==> config.mk <==
export PLATFORM = sky130hd
export DESIGN_NAME = execute_issue_stage_flat
export DESIGN_NICKNAME = d
export VERILOG_FILES = /design/src/rtl/execute_pkg.sv /design/src/rtl/execute_issue_stage_if.sv /design/src/rtl/issue_regfile.sv /design/src/rtl/execute_issue_stage.sv /design/src/flat_wrapper.sv
export SDC_FILE = /design/constraint.sdc
export NUM_CORES = 1
export LEC_CHECK = 0
export BUFFER_PORTS_ARGS = -buffer_cell sky130_fd_sc_hd__buf_2
export CAP_MARGIN = 20
export CORE_MARGIN = 10
export CORE_UTILIZATION = 25
export CTS_CLUSTER_SIZE = 30
export DETAILED_ROUTE_END_ITERATION = 12
export HOLD_SLACK_MARGIN = 0.15
export PLACE_DENSITY = 0.45
export SYNTH_ARGS = -nofsm -noshare
export SYNTH_HDL_FRONTEND = slang
export SYNTH_SLANG_ARGS = --single-unit
==> constraint.sdc <==
create_clock -name clock -period 3.2 [get_ports clock]
set_input_delay 0.64 -clock clock [delete_from_list [all_inputs] [get_ports clock]]
set_output_delay 0.64 -clock clock [all_outputs]
set_load 0.005 [all_outputs]
==> src/rtl/execute_pkg.sv <==
// Shared widths and record types for the execute issue stage slice.
package execute_pkg;

   localparam int DATA_W = 16;
   localparam int CTRL_W = 6;
   localparam int NREGS  = 8;
   localparam int RIDX_W = $clog2(NREGS);

   typedef logic [RIDX_W-1:0] ridx_t;

   typedef struct packed {
      logic [CTRL_W-1:0] ctrl;
      ridx_t             dr;
      ridx_t             sr1;
      ridx_t             sr2;
      logic [DATA_W-1:0] imm;
      logic              wb;
   } issue_instr_t;

   typedef struct packed {
      logic  valid;
      ridx_t dr;
      logic  wb;
   } ex_tag_t;

   function automatic logic readsReg(input ridx_t sr1, input ridx_t sr2, input ridx_t r);
      return (sr1 == r) || (sr2 == r);
   endfunction

endpackage

==> src/rtl/execute_issue_stage_if.sv <==
// Decoded-instruction handshake from the decoder into the issue stage.
interface execute_issue_if;
   import execute_pkg::*;

   logic              instr_valid;
   logic              instr_ready;
   logic [CTRL_W-1:0] instr_ctrl;
   ridx_t             instr_dr;
   ridx_t             instr_sr1;
   ridx_t             instr_sr2;
   logic [DATA_W-1:0] instr_imm;
   logic              instr_wb;

   modport master (
      output instr_valid, instr_ctrl, instr_dr, instr_sr1, instr_sr2, instr_imm, instr_wb,
      input  instr_ready
   );

   modport slave (
      input  instr_valid, instr_ctrl, instr_dr, instr_sr1, instr_sr2, instr_imm, instr_wb,
      output instr_ready
   );

endinterface

==> src/rtl/issue_regfile.sv <==
// Architectural register file: two combinational read ports that see the
// value being written this cycle, one write port, async clear.
module issue_regfile
   import execute_pkg::*;
(
   input  logic                   clock,
   input  logic                   reset,
   input  ridx_t [1:0]            rdAddr,
   output logic  [1:0][DATA_W-1:0] rdData,
   input  logic                   wrEn,
   input  ridx_t                  wrAddr,
   input  logic  [DATA_W-1:0]     wrData
);

   logic [DATA_W-1:0] regs [NREGS];

   always_ff @(posedge clock or negedge reset) begin
      if (!reset) begin
         for (int i = 0; i < NREGS; i++) begin
            regs[i] <= '0;
         end
      end else if (wrEn) begin
         regs[wrAddr] <= wrData;
      end
   end

   genvar gi;
   generate
      for (gi = 0; gi < 2; gi++) begin : gRead
         // Bypass lets an instruction issued alongside a writeback see the new value.
         assign rdData[gi] = (wrEn && (wrAddr == rdAddr[gi])) ? wrData : regs[rdAddr[gi]];
      end
   endgenerate

endmodule

==> src/rtl/execute_issue_stage.sv <==
// Issue stage in front of Execute: reads operands, tracks the EX/WB tags,
// writes results back and stalls one cycle on a RAW hazard against EX.
module execute_issue_stage
   import execute_pkg::*;
(
   input  logic                clock,
   input  logic                reset,
   execute_issue_if.slave      instr,
   output logic [DATA_W-1:0]   src1,
   output logic [DATA_W-1:0]   src2,
   output logic [DATA_W-1:0]   imm,
   output logic [CTRL_W-1:0]   control_in,
   output logic                enable_ex,
   input  logic [DATA_W-1:0]   aluout,
   output logic                wb_valid
);

   issue_instr_t             cur;
   ex_tag_t                  exTagReg;
   ex_tag_t                  exTagNext;
   ex_tag_t                  wbTagReg;
   logic                     hazard;
   logic                     accept;
   ridx_t [1:0]              rdAddr;
   logic  [1:0][DATA_W-1:0]  rdData;

   assign cur = '{ctrl: instr.instr_ctrl, dr: instr.instr_dr, sr1: instr.instr_sr1,
                  sr2: instr.instr_sr2, imm: instr.instr_imm, wb: instr.instr_wb};

   // Only the producer in EX can conflict; one cycle later it sits in WB and the bypass covers it.
   assign hazard            = exTagReg.valid && exTagReg.wb && readsReg(cur.sr1, cur.sr2, exTagReg.dr);
   assign instr.instr_ready = !hazard;
   assign accept            = instr.instr_valid && !hazard;

   assign enable_ex = exTagReg.valid;
   assign wb_valid  = wbTagReg.valid && wbTagReg.wb;
   assign rdAddr    = {cur.sr2, cur.sr1};

   always_comb begin
      exTagNext       = '0;
      exTagNext.valid = accept;
      exTagNext.dr    = cur.dr;
      exTagNext.wb    = cur.wb;
   end

   always_ff @(posedge clock or negedge reset) begin
      if (!reset) begin
         exTagReg   <= '0;
         wbTagReg   <= '0;
         src1       <= '0;
         src2       <= '0;
         imm        <= '0;
         control_in <= '0;
      end else begin
         exTagReg <= exTagNext;
         wbTagReg <= exTagReg;
         if (accept) begin
            src1       <= rdData[0];
            src2       <= rdData[1];
            imm        <= cur.imm;
            control_in <= cur.ctrl;
         end
      end
   end

   issue_regfile uRegfile (
      .clock  (clock),
      .reset  (reset),
      .rdAddr (rdAddr),
      .rdData (rdData),
      .wrEn   (wb_valid),
      .wrAddr (wbTagReg.dr),
      .wrData (aluout)
   );

endmodule

==> src/flat_wrapper.sv <==
// flat-port wrapper written by rule: the top's interface ports become plain ports
module execute_issue_stage_flat import execute_pkg::*;
  (clock, reset, src1, src2, imm, control_in, enable_ex, aluout, wb_valid, instr_instr_valid, instr_instr_ctrl, instr_instr_dr, instr_instr_sr1, instr_instr_sr2, instr_instr_imm, instr_instr_wb, instr_instr_ready);
  execute_issue_if instr_i ();
  input  logic clock;
  input  logic reset;
  output logic [DATA_W-1:0] src1;
  output logic [DATA_W-1:0] src2;
  output logic [DATA_W-1:0] imm;
  output logic [CTRL_W-1:0] control_in;
  output logic enable_ex;
  input  logic [DATA_W-1:0] aluout;
  output logic wb_valid;
  input wire logic [$bits(instr_i.instr_valid)-1:0] instr_instr_valid;
  input wire logic [$bits(instr_i.instr_ctrl)-1:0] instr_instr_ctrl;
  input wire logic [$bits(instr_i.instr_dr)-1:0] instr_instr_dr;
  input wire logic [$bits(instr_i.instr_sr1)-1:0] instr_instr_sr1;
  input wire logic [$bits(instr_i.instr_sr2)-1:0] instr_instr_sr2;
  input wire logic [$bits(instr_i.instr_imm)-1:0] instr_instr_imm;
  input wire logic [$bits(instr_i.instr_wb)-1:0] instr_instr_wb;
  output wire logic [$bits(instr_i.instr_ready)-1:0] instr_instr_ready;
  assign instr_i.instr_valid = instr_instr_valid;
  assign instr_i.instr_ctrl = instr_instr_ctrl;
  assign instr_i.instr_dr = instr_instr_dr;
  assign instr_i.instr_sr1 = instr_instr_sr1;
  assign instr_i.instr_sr2 = instr_instr_sr2;
  assign instr_i.instr_imm = instr_instr_imm;
  assign instr_i.instr_wb = instr_instr_wb;
  assign instr_instr_ready = instr_i.instr_ready;
  execute_issue_stage u_core (.clock(clock), .reset(reset), .instr(instr_i), .src1(src1), .src2(src2), .imm(imm), .control_in(control_in), .enable_ex(enable_ex), .aluout(aluout), .wb_valid(wb_valid));
endmodule
==> results.json <==
{
  "status": "complete, no violations",
  "slew_violations": 0,
  "synth_fa_ha_area_share_pct": 0,
  "vias": 5583,
  "core_area_mm2": 0.0387,
  "ys_seq_elements": 192,
  "placementRows": 72,
  "synthesis.nets": 643,
  "avgSynthCellArea_um2": 16.6,
  "crit_required_ns": 2.56,
  "drtIter0Drc": 268,
  "fin_crit_ns": 2.56,
  "arrival_ns": 1.92,
  "cts.clk_slew.worst_paths_ns": 0.07,
  "antenna_left": 0,
  "die_width_um": 218,
  "crit_top_cell": "buf_2",
  "vias_per_cell": 4.57,
  "muxShareOfSynthArea_pct": 45.7,
  "finalWirelength_mm": 26.5,
  "grt_usage_pct": 11.4,
  "dieArea_mm2": 0.0476,
  "clockRootBuffer": "clkbuf_16",
  "dpl_cell_area_mm2": 0.0111,
  "cts.sinks": 192,
  "fillers": 3937,
  "final_area_mm2": 0.0116,
  "ir_drop_mv": 0.367,
  "p_leak_nw": 5.09,
  "io-pin-count": 108,
  "io_buffer_count": 107,
  "grt_pass1_vias": 6179,
  "netlist_instances": 592,
  "setup_viol": 0,
  "final_core_util_pct": 30.1,
  "cp_cell_sequence": "buf_2, buf_12, xor2_1, nor4_1, nor2_1, buf_2",
  "ys_types": 23,
  "slowest_stage": "nor4_1",
  "cts_tree": "done",
  "cp-end-kind": "output pin",
  "synth_warnings": 0,
  "ctsHtreeMaxLevel": 4,
  "drc": 0,
  "syn_to_final_growth_pct": 18.5,
  "relSlewSlack_pct": 52.1,
  "cap_violations": 0,
  "gp_congestion": 0.716,
  "clockBufferDepth": 2,
  "ys_seq_area_share_pct": 48.9,
  "drive_above_1_share_pct": 59.5,
  "syn_area_mm2": 0.00982,
  "hold_path.class": "in -> reg",
  "max_stage_delay_ns": 0.45,
  "power.density_mw_per_mm2": 629,
  "yosysTopAreaCell": "dfrtp_1",
  "cts_setup_buffers": 0,
  "cp-start-kind": "primary input",
  "ys_top_cells_by_area": "dfrtp_1 49%, mux2_2 27%, mux4_1 17%, mux2_4 1.8%, buf_6 0.92%",
  "synth_top_area_share_pct": 48.9,
  "hold_viol_final": 0,
  "synth-compound-area-share_pct": 0,
  "fin_worst_skew_ns": 0.0129,
  "clock_latency_ns": 0.44,
  "initial_utilization_pct": 25.4,
  "rsz0062_at_grt": "no",
  "grt_max_degree": 80,
  "grt_overflow": 0,
  "drt-pass1-iter-count": 6,
  "worstMarginPinSlew_ns": 0.716,
  "yosys.area_share.simple_pct": 1.16,
  "crit_path_max_fanout": 14,
  "synth-xor-area-share_pct": 1.07,
  "grt_pass1_wl_mm": 40.8,
  "dp_hpwl_mm": 17.4,
  "antenna_found_initial": 1,
  "critical_path_class": "in -> out",
  "fin_nets": 741,
  "max_freq_mhz": 391,
  "wire_per_inst_um": 21.6,
  "setup_tns_ns": 0,
  "min_period_over_period_pct": 80.0,
  "synth_top_family_by_area": "multiplexers",
  "fp.dieH_um": 218,
  "cts_buffers": 17
}
## final timing paths
kind | start | endpoint | slack (ns) | depth (start not counted)
hold / removal | instr_instr_dr[2] | u_core.exTagReg[3] | 0.30 | 1
min in group asynchronous | reset | u_core.imm[0] | 0.70 | 2
max in group asynchronous | reset | u_core.uRegfile.regs[50] | 1.67 | 3
hold reg to reg | u_core.exTagReg[0] | u_core.wbTagReg[0] | 0.39 | 0
setup reg to reg | u_core.wbTagReg[4] | u_core.uRegfile.regs[78] | 1.12 | 6
setup / recovery | instr_instr_sr2[1] | instr_instr_ready | 0.64 | 6
## sequential cells by signal, indices dropped and copies added (netlist names)
| register | cells |
|---|---|
| u_core.exTagReg | 4 |
| u_core.src2 | 16 |
| u_core.src1 | 16 |
| u_core.uRegfile.regs | 128 |
| u_core.control_in | 6 |
| u_core.imm | 16 |
| u_core.wbTagReg | 5 |
| u_core.enable_ex | 1 |
## stage by stage
| step | setup WS, ns | hold slack, ns | power, mW | std cells |
|---|---|---|---|---|
| after global routing | 0.541 | 0.277 | 7.78 | 1221 |
| after CTS | 0.601 | 0.278 | 7.48 | 1221 |
| final | 0.640 | 0.304 | 7.32 | 1222 |
| after detailed placement | 0.486 | 0.388 | 5.29 | 1188 |
| after global placement | 0.499 | 0.382 | 5.27 | 1188 |
| after floorplan | 0.803 | 0.344 | 4.61 | 592 |
## timing repair
action                    in CTS  in global routing
hold buffers                   1                  0
resized for setup              0                  0
hold endpoints to repair       2                  0
## cell families after synthesis
group | after synthesis
muxes | 310
DFF | 192
buffers and inverters | 58
and+or+nand+nor | 20
xor gates and xnor gates | 12
## cell type report
class | instances | area (um^2) | area share, %
Clock inverter | 12 | 105 | 0.903
Multi-Input combinational cell | 342 | 4720 | 40.6
Tap cell | 518 | 648 | 5.57
Clock buffer | 20 | 467 | 4.01
Timing Repair Buffer | 136 | 890 | 7.64
Sequential cell | 192 | 4800 | 41.3
Antenna cell | 1 | 2.50 | 0.0215
Inverter | 1 | 3.75 | 0.0322
## routing by layer
| metal | GRT usage [%] | share of wire, % | wire length, um | up-vias |
|---|---|---|---|---|
| met2 | 18.9 | 49 | 13000 | 91 |
| met5 | 0 | 0.045 | 12 | - |
| met3 | 2.68 | 3.4 | 906 | 18 |
| met4 | 2.43 | 0.67 | 178 | 2 |
| met1 | 15.0 | 47 | 12400 | 2987 |
| li1 | - | - | - | 2485 |
## cell usage in the layout (no fill, tap or decap), drive strengths merged
cell and n:
inv 4, nor2 4, clkinvlp 2, nor3 3, or4 1, diode 1, mux4 64, buf 134
dlygate4sd3 1, dfrtp 192, xor2 6, mux2 246, nand4 2, or3 1, nand2 4, bufinv 1
nor4 2, nand2b 2, clkbuf 21, xnor2 6, clkinv 6, nor3b 1
## report_power, final
group          leakage (nW)  internal (mW)  switching [mW]
Combinational          2.49           1.18           0.596
Sequential             2.32           3.03           0.392
Clock                 0.283           1.14           0.991
Total                  5.09           5.34            1.98
## synth_stat cells, drive strengths merged
master and number:
buf 41, clkbuf 16, dfrtp 192, inv 1, mux2 246, mux4 64, nand2 4, nand2b 2
nand4 2, nor2 4, nor3 3, nor3b 1, nor4 2, or3 1, or4 1, xnor2 6
xor2 6
## worst max-delay path, delay by kind of cell
family	cells	cell delay, ns
xor+xnor	1	0.08
buf+inv	3	0.68
simple gates	2	0.52
(Power assumes the default switching activity.)
